`config.mk`:
```
export PLATFORM = sky130hd
export DESIGN_NAME = inst_fetcher
export DESIGN_NICKNAME = d
export VERILOG_FILES = /design/src/rtl/inst_fetcher_pkg.sv /design/src/rtl/inst_fetcher_icache_dm.sv /design/src/rtl/inst_fetcher.sv
export SDC_FILE = /design/constraint.sdc
export NUM_CORES = 1
export LEC_CHECK = 0
export BUFFER_PORTS_ARGS = -buffer_cell sky130_fd_sc_hd__buf_2
export CAP_MARGIN = 15
export CORE_MARGIN = 1.5
export CORE_UTILIZATION = 35
export CTS_CLUSTER_DIAMETER = 50
export DETAILED_ROUTE_END_ITERATION = 12
export PLACE_DENSITY_LB_ADDON = 0.12
export REMOVE_ABC_BUFFERS = 1
export SLEW_MARGIN = 20
export SYNTH_ARGS = -nofsm -noshare
export SYNTH_HDL_FRONTEND = slang
export SYNTH_HIERARCHICAL = 1
export SYNTH_SLANG_ARGS = --single-unit
```
`constraint.sdc`:
```
create_clock -name clk_in -period 3.6 [get_ports clk_in]
set_clock_uncertainty 0.15 [all_clocks]
set_input_delay 0.36 -clock clk_in [delete_from_list [all_inputs] [get_ports clk_in]]
set_output_delay 0.36 -clock clk_in [all_outputs]
set_load 0.01 [all_outputs]
```
`src/rtl/inst_fetcher_pkg.sv`:
```
// Shared definitions for the instruction fetcher: fetch FSM encodings, word width,
// I-cache geometry helpers and the little-endian byte insertion helper.
package inst_fetcher_pkg;

  localparam int DATA_WIDTH = 32;

  localparam logic [1:0] IF_IDLE  = 2'd0;
  localparam logic [1:0] IF_FETCH = 2'd1;
  localparam logic [1:0] IF_OUT   = 2'd2;

  function automatic int icache_idx_w(input int lines);
    return $clog2(lines);
  endfunction

  function automatic int icache_tag_w(input int lines);
    return 30 - $clog2(lines);
  endfunction

  // Byte lane idx of the assembled word receives b; lane 0 is the lowest address.
  function automatic logic [31:0] put_byte(input logic [31:0] word, input logic [1:0] idx,
                                           input logic [7:0] b);
    logic [31:0] w;
    w = word;
    w[8*idx +: 8] = b;
    return w;
  endfunction

endpackage

```
`src/rtl/inst_fetcher_icache_dm.sv`:
```
// Direct-mapped instruction cache, one 32-bit word per line; combinational lookup,
// single write port, valid bits cleared only by reset. Used only when ICACHE_EN is defined.
module icache_dm
  import inst_fetcher_pkg::*;
#(
  parameter int LINES = 64,
  parameter int IDX_W = icache_idx_w(64),
  parameter int TAG_W = icache_tag_w(64)
) (
  input  logic             clk,
  input  logic             rst,
  input  logic [IDX_W-1:0] rd_index,
  input  logic [TAG_W-1:0] rd_tag,
  output logic             hit,
  output logic [31:0]      hit_data,
  input  logic             wr_en,
  input  logic [IDX_W-1:0] wr_index,
  input  logic [TAG_W-1:0] wr_tag,
  input  logic [31:0]      wr_data
);

  logic [LINES-1:0] valid_r;
  logic [TAG_W-1:0] tag_r  [LINES];
  logic [31:0]      data_r [LINES];

  assign hit      = valid_r[rd_index] && (tag_r[rd_index] == rd_tag);
  assign hit_data = data_r[rd_index];

  // Valid bits: cleared by reset, set when a completed fetch fills the line.
  always_ff @(posedge clk) begin
    if (rst) begin
      valid_r <= {LINES{1'b0}};
    end else if (wr_en) begin
      valid_r[wr_index] <= 1'b1;
    end else begin
      valid_r <= valid_r;
    end
  end

  // Tag/data storage needs no reset; a line is never read while its valid bit is low.
  always_ff @(posedge clk) begin
    if (wr_en) begin
      tag_r[wr_index]  <= wr_tag;
      data_r[wr_index] <= wr_data;
    end
  end

endmodule

```
`src/rtl/inst_fetcher.sv`:
```
// Instruction fetcher: reads four bytes per instruction over the byte memory port and hands
// the little-endian word plus its PC to decode. Optional I-cache under macro ICACHE_EN.
module inst_fetcher
  import inst_fetcher_pkg::*;
#(
  parameter logic [31:0] RESET_PC = 32'h0000_0000
`ifdef ICACHE_EN
  , parameter int ICACHE_LINES = 64
`endif
) (
  input  logic                  clk_in,
  input  logic                  rst_in,
  input  logic                  rdy_in,
  input  logic                  jump_en,
  input  logic [31:0]           jump_pc,
  input  logic                  mem_grant,
  output logic                  mem_rd_en,
  output logic [31:0]           mem_addr,
  input  logic [7:0]            mem_din,
  output logic                  inst_valid,
  input  logic                  inst_ready,
  output logic [DATA_WIDTH-1:0] inst,
  output logic [31:0]           inst_pc
);

  logic [1:0]            state_r;
  logic [31:0]           pc_r;
  logic [2:0]            iss_r;
  logic [2:0]            rcv_r;
  logic                  req_r;
  logic                  pend_r;
  logic [31:0]           addr_r;
  logic [DATA_WIDTH-1:0] inst_r;
  logic [31:0]           inst_pc_r;
  logic                  valid_r;

  logic                  granted_s;
  logic [2:0]            iss_inc_s;
  logic [31:0]           word_s;
  logic                  done_s;
  logic [31:0]           done_word_s;
  logic                  hit_s;
  logic [31:0]           hit_data_s;

  // A request is never presented while the block is frozen.
  assign mem_rd_en  = req_r & rdy_in;
  assign mem_addr   = addr_r;
  assign inst       = inst_r;
  assign inst_pc    = inst_pc_r;
  assign inst_valid = valid_r;

  assign granted_s   = mem_rd_en & mem_grant;
  assign iss_inc_s   = iss_r + 3'd1;
  assign word_s      = put_byte(inst_r, rcv_r[1:0], mem_din);
  // Completion: either the fourth byte lands now, or it landed while frozen.
  assign done_s      = (state_r == IF_FETCH) && ((pend_r && (rcv_r == 3'd3)) || (rcv_r == 3'd4));
  assign done_word_s = pend_r ? word_s : inst_r;

`ifdef ICACHE_EN
  localparam int IDX_W = icache_idx_w(ICACHE_LINES);
  localparam int TAG_W = icache_tag_w(ICACHE_LINES);

  logic wr_en_s;
  assign wr_en_s = rdy_in && !jump_en && !rst_in && done_s;

  icache_dm #(
    .LINES (ICACHE_LINES),
    .IDX_W (IDX_W),
    .TAG_W (TAG_W)
  ) u_icache (
    .clk      (clk_in),
    .rst      (rst_in),
    .rd_index (pc_r[IDX_W+1:2]),
    .rd_tag   (pc_r[31:IDX_W+2]),
    .hit      (hit_s),
    .hit_data (hit_data_s),
    .wr_en    (wr_en_s),
    .wr_index (pc_r[IDX_W+1:2]),
    .wr_tag   (pc_r[31:IDX_W+2]),
    .wr_data  (done_word_s)
  );
`else
  assign hit_s      = 1'b0;
  assign hit_data_s = 32'h0000_0000;
`endif

  // Fetch FSM; priority is reset, freeze, redirect, then normal state behaviour.
  always_ff @(posedge clk_in) begin
    if (rst_in) begin
      state_r   <= IF_IDLE;
      pc_r      <= RESET_PC;
      iss_r     <= 3'd0;
      rcv_r     <= 3'd0;
      req_r     <= 1'b0;
      pend_r    <= 1'b0;
      addr_r    <= 32'h0000_0000;
      inst_r    <= 32'h0000_0000;
      inst_pc_r <= 32'h0000_0000;
      valid_r   <= 1'b0;
    end else if (!rdy_in) begin
      // Frozen, but a byte already granted last cycle must not be lost.
      pend_r <= 1'b0;
      if (pend_r) begin
        inst_r <= word_s;
        rcv_r  <= rcv_r + 3'd1;
      end
    end else if (jump_en) begin
      state_r <= IF_IDLE;
      pc_r    <= jump_pc;
      iss_r   <= 3'd0;
      rcv_r   <= 3'd0;
      req_r   <= 1'b0;
      pend_r  <= 1'b0;
      valid_r <= 1'b0;
    end else begin
      case (state_r)
        IF_IDLE: begin
          if (hit_s) begin
            inst_r    <= hit_data_s;
            inst_pc_r <= pc_r;
            valid_r   <= 1'b1;
            state_r   <= IF_OUT;
          end else begin
            state_r <= IF_FETCH;
            iss_r   <= 3'd0;
            rcv_r   <= 3'd0;
            req_r   <= 1'b1;
            addr_r  <= pc_r;
          end
        end
        IF_FETCH: begin
          pend_r <= granted_s;
          if (granted_s) begin
            iss_r  <= iss_inc_s;
            addr_r <= pc_r + {29'd0, iss_inc_s};
            req_r  <= (iss_inc_s != 3'd4);
          end
          if (pend_r) begin
            inst_r <= word_s;
            rcv_r  <= rcv_r + 3'd1;
          end
          if (done_s) begin
            state_r   <= IF_OUT;
            valid_r   <= 1'b1;
            inst_pc_r <= pc_r;
            req_r     <= 1'b0;
          end
        end
        IF_OUT: begin
          if (inst_ready) begin
            pc_r    <= pc_r + 32'd4;
            valid_r <= 1'b0;
            state_r <= IF_IDLE;
          end
        end
        default: begin
          state_r <= IF_IDLE;
          req_r   <= 1'b0;
          pend_r  <= 1'b0;
          valid_r <= 1'b0;
        end
      endcase
    end
  end

endmodule

```
# Word-level counts from Yosys, hierarchy flattened
# Cells that the tools add are included.
[word_totals]
register_bits = 139
latchBits = 0
ramBits = 0
rom_bits = 0
inputBits = 46
out_inout_bits = 98
wordCells = 84
memories = 0
[op_classes]
addsub = 5
multipliers = 0
div = 0
magnitude_cmp = 0
eq_ne = 15
n_shift = 2
mux = 30
bitwise = 4
n_reduce_logical = 18
[ops]
columns = ["operator", "count"]
rows = [
  ["$mux W32", 8],
  ["$pmux W32 S2", 1],
  ["$neg A5 Y34", 1],
  ["$shift A8 B34 Y32 const A", 1],
  ["$shiftx A8 B34 Y32", 1],
  ["$add A32 B3 Y32", 1],
  ["$add A32 B3 Y32 const B", 1],
  ["$bwmux W32", 1],
  ["$mux W3", 5],
  ["$ne A3 B3 Y1 const B", 4],
  ["$pmux W3 S2", 2],
  ["$reduce_and A3 Y1", 4],
  ["$reduce_and A4 Y1", 3],
  ["$ne A2 B2 Y1 const B", 4],
  ["$add A3 B1 Y3 const B", 2],
  ["$mux W1", 6],
  ["$mux W2", 3],
  ["$pmux W1 S3", 2],
  ["$pmux W2 S3", 1],
  ["$reduce_bool A2 Y1", 3],
  ["$ne A4 B1 Y1 const B", 1],
  ["$ne A4 B4 Y1 const B", 1],
  ["$eq A3 B2 Y1 const B", 1],
  ["$eq A3 B3 Y1 const B", 1],
  ["other kinds (13)", 16],
]

# Longest topological paths before layout
# Gate-level depths: netlist of run 1.
[depth]
ltp_word = 7
depth_mapped = 10
ltp_nobuf = 9

# Least setup slack after synthesis of run 1
# Ideal clock, no wire load.
[synth_path]
path_type = "flip-flop to flip-flop"
startpoint = "register iss_r[0]"
endpoint = "register addr_r[29], in the netlist mem_addr[29]"
setup_ns = 0.122
arrival_ns = 2.261
required_ns = 3.328
slack_ns = 1.068
stages_incl_launch_ff = 11
path_buffers = 1
synth_period_minus_slack_ns = 2.532
path_cell_list = "dfxtp_1 ha_1 ha_1 inv_1 ha_1 nor2_1 or4b_4 buf_6 nor4_4 xnor2_1 a21oi_2"
[synth_between]
elab_chain_len = 4
[synth_rtl]
columns = ["item", "line", "source"]
rows = [
  ["from (decl)", "inst_fetcher.sv:28", "logic [2:0] iss_r;"],
  ["from (signal assigned)", "inst_fetcher.sv:134", "iss_r <= iss_inc_s;"],
  ["$add A3 B1 Y3", "inst_fetcher.sv:53", "assign iss_inc_s = iss_r + 3'd1;"],
  ["$add A32 B3 Y32", "inst_fetcher.sv:135", "addr_r <= pc_r + {29'd0, iss_inc_s};"],
  ["$mux W32", "inst_fetcher.sv:133", "if (granted_s) begin"],
  ["$pmux W32 S2", "inst_fetcher.sv:116", "case (state_r)"],
  ["to (signal assigned)", "inst_fetcher.sv:128", "addr_r <= pc_r;"],
  ["to (signal assigned)", "inst_fetcher.sv:135", ""],
  ["to (decl)", "inst_fetcher.sv:32", "logic [31:0] addr_r;"],
]
# No other way between the ends. The select of a mux whose other input is x is not followed.
# A chain may end at the register's enable or synchronous reset.

# Worst setup path after layout of run 1
[layout_path]
startpoint = "register iss_r[0]"
endpoint = "register addr_r[12], in the netlist mem_addr[12]"
# The elaborated chain is that of the path after synthesis.

==> reports/results.ini, run 1 <==
[run_status]
status=finished, final reports clean

[yosys]
synth_enable_flop_cells=0
ys_warn_count=6
syn_inst=842
synthArstFlopShare_pct=0
netlist_top_cells_area=dfxtp_1 42%, nand2_1 8.7%, a21oi_1 7.6%
yosysMostFrequentCell=nand2_1
synthTopCellsByCount=155 x nand2_1, 139 x dfxtp_1, 102 x a21oi_1
synth_seq_cells=139
ys_types=62
ys.flop_type=dfxtp_1
synth.avg_cell_area_sq_um=7.926
synth_largest_type_area_fraction_pct=41.69
ys_seq_area_share_pct=41.69
synth_top_area_cell=dfxtp_1
synth_area_sq_mm=0.006674

[global_route]
grt_pass1_wl_um=32320
grt_max_degree=60
antenna_found_initial=0
grt_util_all_layers_pct=20.67
grt_pass1_vias=5841
overflow=0

[cts]
clock_latency_ns=0.42
ctsHoldBuffers=0
cts_sinks=139
cts_tree=yes
clockRootBuffer=clkbuf_16
cts_buffers=17
htreeDepth=4
clk_pin_slew_ns=0.06
clockBufferDepth=2
cts_resized=0
post_cts_buffers=0

[setup_path]
cp_max_fo=8
critPathLaunchType=flop
worstPathArrival_ns=2.97
cp.required_ns=3.79
cp-end-kind=flop
path_class=reg -> reg

[sta]
finalSetupViolCount=0
rsz0062_at_grt=false
period_share_pct=77.25
min_period_ns=2.781
worst_slew_pin_slew_ns=0.9563
fin_ws_ns=0.8191
max_slew_margin_pct=35.76
tns_ns=0
fmax_mhz=359.6
hold_ws_ns=0.02080
finalMaxSlewViolations=0
hold_viol_final=0

[cells_and_area]
nNetsFinal=1008
n_antenna_cell=0
area_growth_pct=21.60
final_core_util_pct=43.38
layout-drive-gt1-share_pct=22.01

[placement]
gp_congestion=0.8033
hpwl_um=14030
buffer_ports.inserted=143
pre_cts_slack_ns=0.8522

[power_and_ir_drop]
power_w=0.003790
ir_drop_mv=0.3319
cellLeakagePower_nw=3.062
p_per_area_mw_per_mm2=467.1

[route]
drt-vias-per-instance=5.312
drt-total-wl_um=20510
vias=6359
drt_iter0_drc=347
wl_per_cell_um=17.13
drc=0
ant_nets=0
drt-pass1-iter-count=5

[run]
drv_cap=0

[floorplanning]
design.die.area_sq_mm=0.01991
fp.dieH_um=141.1
core_area_sq_mm=0.01871
initial_core_util_pct=35.68
die_x_um=141.1
rows=50
io_pins=144

[min_path]
hold_class=in -> reg

## kinds of logic after synthesis
| logic type | count (synthesis) | synth area share, % |
|---|---|---|
| simple gates | 343 | 24.77 |
| compound gates | 227 | 20.34 |
| xor+xnor | 28 | 3.675 |
| fa+ha+maj | 12 | 2.362 |
| flops | 139 | 41.69 |
| buf+inv | 85 | 5.962 |
| mux | 8 | 1.200 |
## report_power, final
part	switching (W)	internal (W)	total [W]	leakage, nW
sequential	0.0000540	0.00158	0.00163	1.13
clock	0.000708	0.00118	0.00189	0.308
combinational	0.000161	0.000102	0.000264	1.63
total	0.000923	0.00287	0.00379	3.06
## sequential cells by signal, summed over array words and instances (netlist names)
name and cells:
state_r 2, inst_valid 1, mem_addr 32, iss_r 3, pc_r 32, inst_pc 32
req_r 1, inst 32, rcv_r 3, pend_r 1
## cell usage in the layout (no fill, tap or decap), types with 3 or more instances in the layout
cell | Yosys | routed
a211oi_1 | 18 | 18
a21oi_1 | 102 | 102
a22oi_1 | 10 | 10
a311oi_1 | 5 | 5
a31oi_1 | 8 | 8
a32o_1 | 3 | 3
and2_1 | 8 | 8
and3_1 | 6 | 6
and4_1 | 4 | 4
and4_2 | 5 | 5
buf_2 | 11 | 142
buf_4 | 1 | 17
bufinv_16 | 0 | 4
clkbuf_16 | 0 | 17
clkinv_4 | 0 | 4
dfxtp_1 | 139 | 139
ha_1 | 11 | 11
inv_1 | 15 | 15
mux2i_1 | 8 | 8
nand2_1 | 155 | 155
nand3_1 | 45 | 45
nand4_1 | 9 | 9
nor2_1 | 44 | 44
nor2b_1 | 7 | 6
nor3_1 | 23 | 22
nor3_2 | 3 | 3
nor4_1 | 10 | 10
o211ai_1 | 5 | 5
o21ai_0 | 48 | 48
o31ai_1 | 10 | 10
o41ai_1 | 4 | 4
or3_1 | 7 | 7
xnor2_1 | 25 | 25
xor2_1 | 3 | 3
## through the flow
stage	instances	area, sq um
2_1_floorplan	772	6332
3_3_place_gp	1165	7476
3_5_place_dp	1165	7476
4_1_cts	1197	8109
5_1_grt	1197	8115
6_report	1197	8115
## area by class of cell
class	count	area, sq um
Clock inverter	13	190.2
Multi-Input combinational cell	618	3512
Inverter	15	56.30
Clock buffer	19	442.9
Timing Repair Buffer	159	838.3
Fill cell	1959	10590
Tap cell	234	292.8
Sequential cell	139	2783
## worst max-delay path, stage by stage (launching register included)
cell,delay [ns]
dfxtp_1,0.32
ha_1,0.20
ha_1,0.26
inv_1,0.05
ha_1,0.30
nor2b_1,0.22
o2111ai_1,0.35
buf_4,0.31
or3_1,0.35
a31oi_1,0.18
## metal layers
metal  global-route usage [%]  share of wire, %  vias to the layer above
met5                        0                 0                        -
met4                    6.853               1.3                        0
met1                    29.45                49                     2963
met2                    31.19                44                      178
met3                    4.042               5.4                       19
li1                         -                 -                     3199
## path summary, 6_finish.rpt
path	startpoint	endpoint	slack (ns)	depth (start not counted)
setup / recovery	iss_r[0]$_SDFFE_PP0P_	mem_addr[12]$_SDFFE_PP0P_	0.82	9
setup reg to reg	iss_r[0]$_SDFFE_PP0P_	mem_addr[12]$_SDFFE_PP0P_	0.82	9
hold / removal	rst_in	inst_pc[12]$_SDFFE_PP0P_	0.02	2
hold reg to reg	inst[24]$_SDFFE_PP0P_	inst[24]$_SDFFE_PP0P_	0.30	2
Power figures use the tool's default switching activity.
==> run 2, diff against run 1 <==
--- a/config.mk
+++ b/config.mk
@@ -5,6 +5,7 @@
 export SDC_FILE = /design/constraint.sdc
 export NUM_CORES = 1
 export LEC_CHECK = 0
+export ABC_AREA = 1
 export BUFFER_PORTS_ARGS = -buffer_cell sky130_fd_sc_hd__buf_2
 export CAP_MARGIN = 15
 export CORE_MARGIN = 1.5
==> constraint.sdc (replaced) <==
create_clock -name clk_in -period 2.4 [get_ports clk_in]
set_clock_uncertainty 0.15 [all_clocks]
set_input_delay 0.24 -clock clk_in [delete_from_list [all_inputs] [get_ports clk_in]]
set_output_delay 0.24 -clock clk_in [all_outputs]
set_load 0.01 [all_outputs]
==> reports/results.ini, run 2 <==
[cts]
htreeDepth=4  ; unchanged
clk_pin_slew_ns=0.06  ; about the same
cts_sinks=139  ; unchanged
post_cts_buffers=0  ; unchanged
clock_latency_ns=0.43  ; was 0.42 ns
clockRootBuffer=clkbuf_16  ; unchanged
clockBufferDepth=2  ; unchanged
cts_buffers=17  ; unchanged
cts_tree=yes  ; unchanged

[run_status]
status=finished, final reports clean  ; unchanged

[cells_and_area]
layout_common_cells=255 x nand2_1, 143 x buf_2, 137 x nor2_1, 137 x dfxtp_1, 120 x a21oi_1  ; was 155 x nand2_1, 142 x buf_2, 139 x dfxtp_1, 102 x a21oi_1, 48 x o21ai_0
layout-drive-gt1-share_pct=19.62  ; was 22.01%
register_area_sq_mm=0.002785  ; was 0.002783 sq mm
nNetsFinal=1299  ; was 1008
instances_no_fill=1525  ; was 1197
multi_input_area_sq_mm=0.003812  ; was 0.003512 sq mm
area_growth_pct=26.45  ; was 21.60%
design_area_sq_mm=0.009110  ; was 0.008115 sq mm
fillCellCount=2137  ; was 1959
final_common_cell=nand2_1  ; unchanged

[global_route]
met2_usage_pct=32.30  ; was 31.19%
grt_pass1_wl_um=35900  ; was 32320 um
grt.busiest_layer=met2  ; unchanged
grt_util_all_layers_pct=21.14  ; was 20.67%
antenna_found_initial=1  ; was 0
grt.met1_usage_pct=30.14  ; was 29.45%
grt_max_degree=67  ; was 60
grt_pass1_vias=6790  ; was 5841
overflow=0  ; unchanged
gr-usage-met3_pct=4.406  ; was 4.042%

[yosys]
synth_top_area_cell=dfxtp_1  ; unchanged
synthTopCellsByCount=256 x nand2_1, 139 x dfxtp_1, 139 x nor2_1  ; was 155 x nand2_1, 139 x dfxtp_1, 102 x a21oi_1
synth_largest_type_area_fraction_pct=38.62  ; was 41.69%
ys_seq_area_share_pct=38.62  ; was 41.69%
synth_area_sq_mm=0.007204  ; was 0.006674 sq mm
synth.avg_cell_area_sq_um=6.585  ; was 7.926 sq um
netlist_top_cells_area=dfxtp_1 39%, nand2_1 13%, a21oi_1 8.4%  ; was dfxtp_1 42%, nand2_1 8.7%, a21oi_1 7.6%
ys_types=36  ; was 62
synth_seq_cells=139  ; unchanged
synth_enable_flop_cells=0  ; unchanged
ys_warn_count=6  ; unchanged
ys.flop_type=dfxtp_1  ; unchanged
synthArstFlopShare_pct=0  ; unchanged
syn_inst=1094  ; was 842
yosysMostFrequentCell=nand2_1  ; unchanged

[floorplanning]
initial_core_util_pct=35.60  ; was 35.68%
fp.dieH_um=146.5  ; was 141.1 um
die_x_um=146.5  ; was 141.1 um
rows=52  ; was 50
core_area_sq_mm=0.02023  ; was 0.01871 sq mm
design.die.area_sq_mm=0.02145  ; was 0.01991 sq mm
io_pins=144  ; unchanged

[sta]
fmax_mhz=436.8  ; was 359.6 MHz
hold_viol_final=0  ; unchanged
period_share_pct=95.39  ; was 77.25%
min_period_ns=2.289  ; was 2.781 ns
finalSetupViolCount=0  ; unchanged
finalMaxSlewViolations=0  ; unchanged
hold_ws_ns=0.01538  ; was 0.02080 ns
max_slew_margin_pct=59.08  ; was 35.76%
worst_slew_pin_slew_ns=0.6116  ; was 0.9563 ns

[power_and_ir_drop]
swShare_pct=25.46  ; was 24.36%
p_clk_share_pct=49.2  ; was 49.9%
ir_drop_mv=0.4249  ; was 0.3319 mV
p_per_area_mw_per_mm2=633.4  ; was 467.1 mW/mm^2
cellLeakagePower_nw=3.741  ; was 3.062 nW
seq_power_share_pct=42.4  ; was 43.1%
internal-power_w=0.004301  ; was 0.002867 W
power_switching_w=0.001469  ; was 0.0009232 W
pwr-share-comb_pct=8.4  ; was 7.0%
power_w=0.005770  ; was 0.003790 W

[setup_path]
r2r_slack_ns=0.11  ; was 0.82 ns
cpLargestDelayFamily=adder cells  ; unchanged
path_class=reg -> reg  ; unchanged
critPathMostFrequentCell=ha_4  ; was ha_1
rr_endpoint=mem_addr[18]$_SDFFE_PP0P_  ; was mem_addr[12]$_SDFFE_PP0P_
worst_r2r_startpoint=iss_r[1]$_SDFFE_PP0P_  ; was iss_r[0]$_SDFFE_PP0P_
cp_cell_sequence=ha_4 -> ha_4 -> inv_2 -> ha_4 -> nand2_1 -> o21ai_2 -> buf_6 -> nand2_2 -> nor2_4 -> buf_6 -> nand2_1 -> xor2_1 -> a21oi_1  ; was ha_1 -> ha_1 -> inv_1 -> ha_1 -> nor2b_1 -> o2111ai_1 -> buf_4 -> or3_1 -> a31oi_1
r2r_cells=13  ; was 9
crit_buf_inv=3  ; was 2
max_stage_delay_ns=0.33  ; was 0.35 ns
cp-end-kind=flop  ; unchanged
worstPathArrival_ns=2.45  ; was 2.97 ns
critPathSlowestCell=dfxtp_2  ; was o2111ai_1
cp.required_ns=2.56  ; was 3.79 ns
cp_max_fo=5  ; was 8
critPathLaunchType=flop  ; unchanged

[route]
drt_iter0_drc=423  ; was 347
drc=0  ; unchanged
drt-total-wl_um=22220  ; was 20510 um
ant_nets=0  ; unchanged
drt-pass1-iter-count=5  ; unchanged
drt-vias-per-instance=4.852  ; was 5.312
vias=7399  ; was 6359
wl_per_cell_um=14.57  ; was 17.13 um

[min_path]
hold_path_end=rcv_r[2]$_SDFFE_PP0P_  ; was inst_pc[12]$_SDFFE_PP0P_
hold_class=in -> reg  ; unchanged
whs_path_depth=3  ; was 2
worstHoldStart=rst_in  ; unchanged

[run]
drv_cap=0  ; unchanged

[placement]
place_inst=1481  ; was 1165
dpl_cell_area_sq_mm=0.008274  ; was 0.007476 sq mm
hpwl_um=15660  ; was 14030 um
buffer_ports.inserted=143  ; unchanged
gp_congestion=0.8859  ; was 0.8033

run 2: worst max-delay path by stage:
stage,start,endpoint,slack [ns],cells after the start
final,iss_r[1]$_SDFFE_PP0P_,mem_addr[18]$_SDFFE_PP0P_,0.11,13
after global routing,iss_r[0]$_SDFFE_PP0P_,mem_addr[30]$_SDFFE_PP0P_,-0.01,14
after CTS,iss_r[0]$_SDFFE_PP0P_,mem_addr[11]$_SDFFE_PP0P_,0.04,13
after detailed placement,iss_r[0]$_SDFFE_PP0P_,mem_addr[12]$_SDFFE_PP0P_,-0.13,14
after global placement,iss_r[0]$_SDFFE_PP0P_,mem_addr[28]$_SDFFE_PP0P_,-0.11,14
after floorplan,rcv_r[0]$_SDFFE_PP0P_,inst_pc[0]$_SDFFE_PP0P_,-0.62,7
run 2: logic make-up (layout without fill, tap and decap cells):
kind of cell               Yosys count  count (layout)  synth area share (%)
DFF                                139             139                 38.62
other                                0               1                     0
buffers and inverters              177             337                 9.743
adders and majority gates           12              12                 2.188
AOI/OAI and AO/OA                  241             241                 18.29
and+or+nand+nor                    512             512                 29.58
xor gates and xnor gates            13              13                 1.580
run 2: worst register-to-register path, stage by stage (launching register included):
cell	delay, ns
dfxtp_2	0.33
ha_4	0.16
ha_4	0.26
inv_2	0.04
ha_4	0.27
nand2_1	0.06
o21ai_2	0.18
buf_6	0.13
nand2_2	0.05
nor2_4	0.13
buf_6	0.14
nand2_1	0.07
xor2_1	0.14
a21oi_1	0.07
run 2: power by group through the flow:
stage / Combinational (W) / Clock, W / Sequential (W)
global route: 0.000549 / 0.00299 / 0.00245
detailed placement: 0.000469 / 0 / 0.00249
floorplan: 0.000227 / 0 / 0.00249
CTS: 0.000487 / 0.00289 / 0.00244
global placement: 0.000468 / 0 / 0.00250
finish: 0.000486 / 0.00284 / 0.00244
run 2: per-layer routing:
layer  vias up  wire length (um)
met5         -                 0
met4         0               199
met3        15              1173
met2       190              9577
met1      3355             11270
li1       3839                 -
run 2: repair_timing:
| action | 4_1_cts | 5_1_grt |
|---|---|---|
| hold endpoints to repair | 11 | 0 |
| setup endpoints to repair | 15 | 24 |
| hold buffers | 11 | 0 |
| gates resized for setup | 4 | 20 |
| pin swaps | 0 | 3 |
run 2: final cells by class:
cell class,instances,share of cell area (%)
clock buffers,18,4.711
inverters,122,5.027
well taps,270,3.708
repair buffers,183,11.95
flip-flops and latches,139,30.57
multi-input cells,778,41.85
diodes,1,0.02747
clock inverters,14,2.156
run 2: stage by stage:
stage | setup TNS [ns] | setup slack, ns | util, %
floorplan | -20.68 | -0.6214 | -
global placement | -0.4699 | -0.1092 | 40.89
detailed placement | -0.8203 | -0.1255 | 40.89
CTS | 0 | 0.03538 | 44.62
global route | -0.01377 | -0.01377 | 45.02
finish | 0 | 0.1106 | 45.02
==> run 3, diff against run 2 <==
==> constraint.sdc (replaced) <==
create_clock -name clk_in -period 1.9 [get_ports clk_in]
set_clock_uncertainty 0.15 [all_clocks]
set_input_delay 0.19 -clock clk_in [delete_from_list [all_inputs] [get_ports clk_in]]
set_output_delay 0.19 -clock clk_in [all_outputs]
set_load 0.01 [all_outputs]
==> reports/results.ini, run 3 (synthesis results as in run 2) <==
[setup_path]
cp_max_fo=5  ; unchanged
critPathSlowestCell=dfxtp_2  ; unchanged
worst_r2r_startpoint=iss_r[0]$_SDFFE_PP0P_  ; was iss_r[1]$_SDFFE_PP0P_
critPathLaunchType=flop  ; unchanged
cp_cell_sequence=ha_4 -> ha_4 -> inv_4 -> ha_4 -> nand2_2 -> o21ai_2 -> buf_6 -> nand3_4 -> o21ai_0 -> nand3_2 -> nand2_1 -> inv_1  ; was ha_4 -> ha_4 -> inv_2 -> ha_4 -> nand2_1 -> o21ai_2 -> buf_6 -> nand2_2 -> nor2_4 -> buf_6 -> nand2_1 -> xor2_1 -> a21oi_1
max_stage_delay_ns=0.33  ; about the same
path_class=reg -> reg  ; unchanged
worstPathArrival_ns=2.41  ; was 2.45 ns
cp-end-kind=flop  ; unchanged
cp.required_ns=2.09  ; was 2.56 ns
critPathMostFrequentCell=ha_4  ; unchanged
r2r_cells=12  ; was 13
rr_endpoint=mem_addr[12]$_SDFFE_PP0P_  ; was mem_addr[18]$_SDFFE_PP0P_
r2r_slack_ns=-0.32  ; was 0.11 ns

[route]
drt-vias-per-instance=4.817  ; was 4.852
route.met2.wl_um=10320  ; was 9577 um
drt_iter0_drc=407  ; was 423
drt-pass1-iter-count=6  ; was 5
wl_per_cell_um=14.36  ; was 14.57 um
wl_met1_um=11490  ; was 11270 um
ant_nets=0  ; unchanged
drc=0  ; unchanged
wl_met3_um=1109  ; was 1173 um
vias=7809  ; was 7399
top_layer_used=met4  ; unchanged
drt-total-wl_um=23280  ; was 22220 um

[cells_and_area]
register_area_sq_mm=0.002788  ; was 0.002785 sq mm
final_core_util_pct=50.95  ; was 45.02%
area_growth_pct=43.09  ; was 26.45%
layout-drive-gt1-share_pct=27.91  ; was 19.62%
multi_input_area_sq_mm=0.004058  ; was 0.003812 sq mm
layout_common_cells=241 x nand2_1, 143 x buf_2, 135 x dfxtp_1, 123 x nor2_1, 115 x a21oi_1  ; was 255 x nand2_1, 143 x buf_2, 137 x nor2_1, 137 x dfxtp_1, 120 x a21oi_1
nNetsFinal=1397  ; was 1299
final_common_cell=nand2_1  ; unchanged
fillCellCount=2081  ; was 2137
n_antenna_cell=0  ; was 1

[global_route]
grt_pass1_wl_um=37110  ; was 35900 um
grt_max_degree=59  ; was 67
grt_pass1_vias=7198  ; was 6790
antenna_found_initial=0  ; was 1
overflow=0  ; unchanged
grt_util_all_layers_pct=21.67  ; was 21.14%

[cts]
clockBufferDepth=2  ; unchanged
clock_latency_ns=0.43  ; about the same
cts_buffers=17  ; unchanged
cts_sinks=139  ; unchanged
clk_pin_slew_ns=0.06  ; about the same
clockRootBuffer=clkbuf_16  ; unchanged
htreeDepth=4  ; unchanged
cts_tree=yes  ; unchanged

[floorplanning]
initial_core_util_pct=35.60  ; unchanged
design.die.area_sq_mm=0.02145  ; unchanged
rows=52  ; unchanged
die_x_um=146.5  ; unchanged
io_pins=144  ; unchanged
fp.dieH_um=146.5  ; unchanged
core_area_sq_mm=0.02023  ; unchanged

[sta]
rsz0062_at_grt=true
hold_ws_ns=0.01430  ; was 0.01538 ns
worst_slew_pin_slew_ns=0.5647  ; was 0.6116 ns
tns_ns=-6.869  ; was 0 ns
fmax_mhz=449.7  ; was 436.8 MHz
min_period_ns=2.224  ; was 2.289 ns
max_slew_margin_pct=62.00  ; was 59.08%
finalMaxSlewViolations=0  ; unchanged
finalSetupViolCount=29  ; was 0
fin_ws_ns=-0.3239  ; was 0.1106 ns
period_share_pct=117.0  ; was 95.39%
hold_viol_final=0  ; unchanged

[min_path]
hold_path_end=pc_r[19]$_SDFFE_PP0P_  ; was rcv_r[2]$_SDFFE_PP0P_
hold_class=in -> reg  ; unchanged
worstHoldStart=jump_pc[19]  ; was rst_in
whs_path_depth=5  ; was 3

[placement]
buffer_ports.inserted=143  ; unchanged
hpwl_um=16480  ; was 15660 um
pre_cts_slack_ns=-0.5394  ; was -0.1255 ns
gp_congestion=0.8900  ; was 0.8859

[power_and_ir_drop]
p_per_area_mw_per_mm2=762.3  ; was 633.4 mW/mm^2
cellLeakagePower_nw=4.363  ; was 3.741 nW
ir_drop_mv=0.6155  ; was 0.4249 mV
power_w=0.007858  ; was 0.005770 W

[run_status]
violations=setup timing
status=finished, violations left  ; was finished, final reports clean

[run]
drv_cap=0  ; unchanged

[run 3: worst max path at each step]
| stage | startpoint | slack (ns) | to | cells after the start |
|---|---|---|---|---|
| 6_report | iss_r[0]$_SDFFE_PP0P_ | -0.32 | mem_addr[12]$_SDFFE_PP0P_ | 12 |
| 5_1_grt | iss_r[0]$_SDFFE_PP0P_ | -0.42 | mem_addr[12]$_SDFFE_PP0P_ | 12 |
| 4_1_cts | iss_r[0]$_SDFFE_PP0P_ | -0.32 | mem_addr[12]$_SDFFE_PP0P_ | 14 |
| 3_5_place_dp | iss_r[0]$_SDFFE_PP0P_ | -0.54 | mem_addr[12]$_SDFFE_PP0P_ | 14 |
| 3_3_place_gp | iss_r[0]$_SDFFE_PP0P_ | -0.49 | mem_addr[12]$_SDFFE_PP0P_ | 14 |
| 2_1_floorplan | rcv_r[0]$_SDFFE_PP0P_ | -1.12 | inst_pc[0]$_SDFFE_PP0P_ | 7 |
[run 3: layout make-up]
type	instances	area share (%)
Clock buffer	20	4.527
Clock inverter	11	2.306
Inverter	122	4.491
Multi-Input combinational cell	778	39.36
Sequential cell	139	27.04
Tap cell	270	3.277
Timing Repair Buffer	281	19.00
[run 3: stage by stage]
step                cells  instance area, sq um
finish               1621                 10310
global route         1621                 10310
CTS                  1621                 10080
detailed placement   1555                  8892
global placement     1555                  8892
floorplan            1039                  6960
[run 3: worst max-delay path, delay by kind of cell (launching register included)]
kind / cells / cell delay [ns]
adders and majority gates: 3 / 0.71
and+or+nand+nor: 4 / 0.35
DFF: 1 / 0.33
AOI/OAI and AO/OA: 2 / 0.38
buffers and inverters: 3 / 0.21
[run 3: power by group]
group | internal (W) | total [W] | switching [W]
logic | 0.000329 | 0.000766 | 0.000437
registers | 0.00300 | 0.00307 | 0.0000699
clock network | 0.00269 | 0.00402 | 0.00133
[run 3: per-layer routing]
metal	vias to the layer above	track usage (%)
li1	4021	-
met1	3583	30.52
met2	182	33.55
met3	23	4.500
met4	0	5.808
met5	-	0
[run 3: repair_timing]
item | CTS | global route
pin swaps | 16 | 22
cloned | 0 | 0
hold endpoints to repair | 38 | 0
buffers inserted | 6 | 0
hold buffers | 29 | 0
gates resized for setup | 43 | 67
endpoints found under the setup margin | 54 | 106
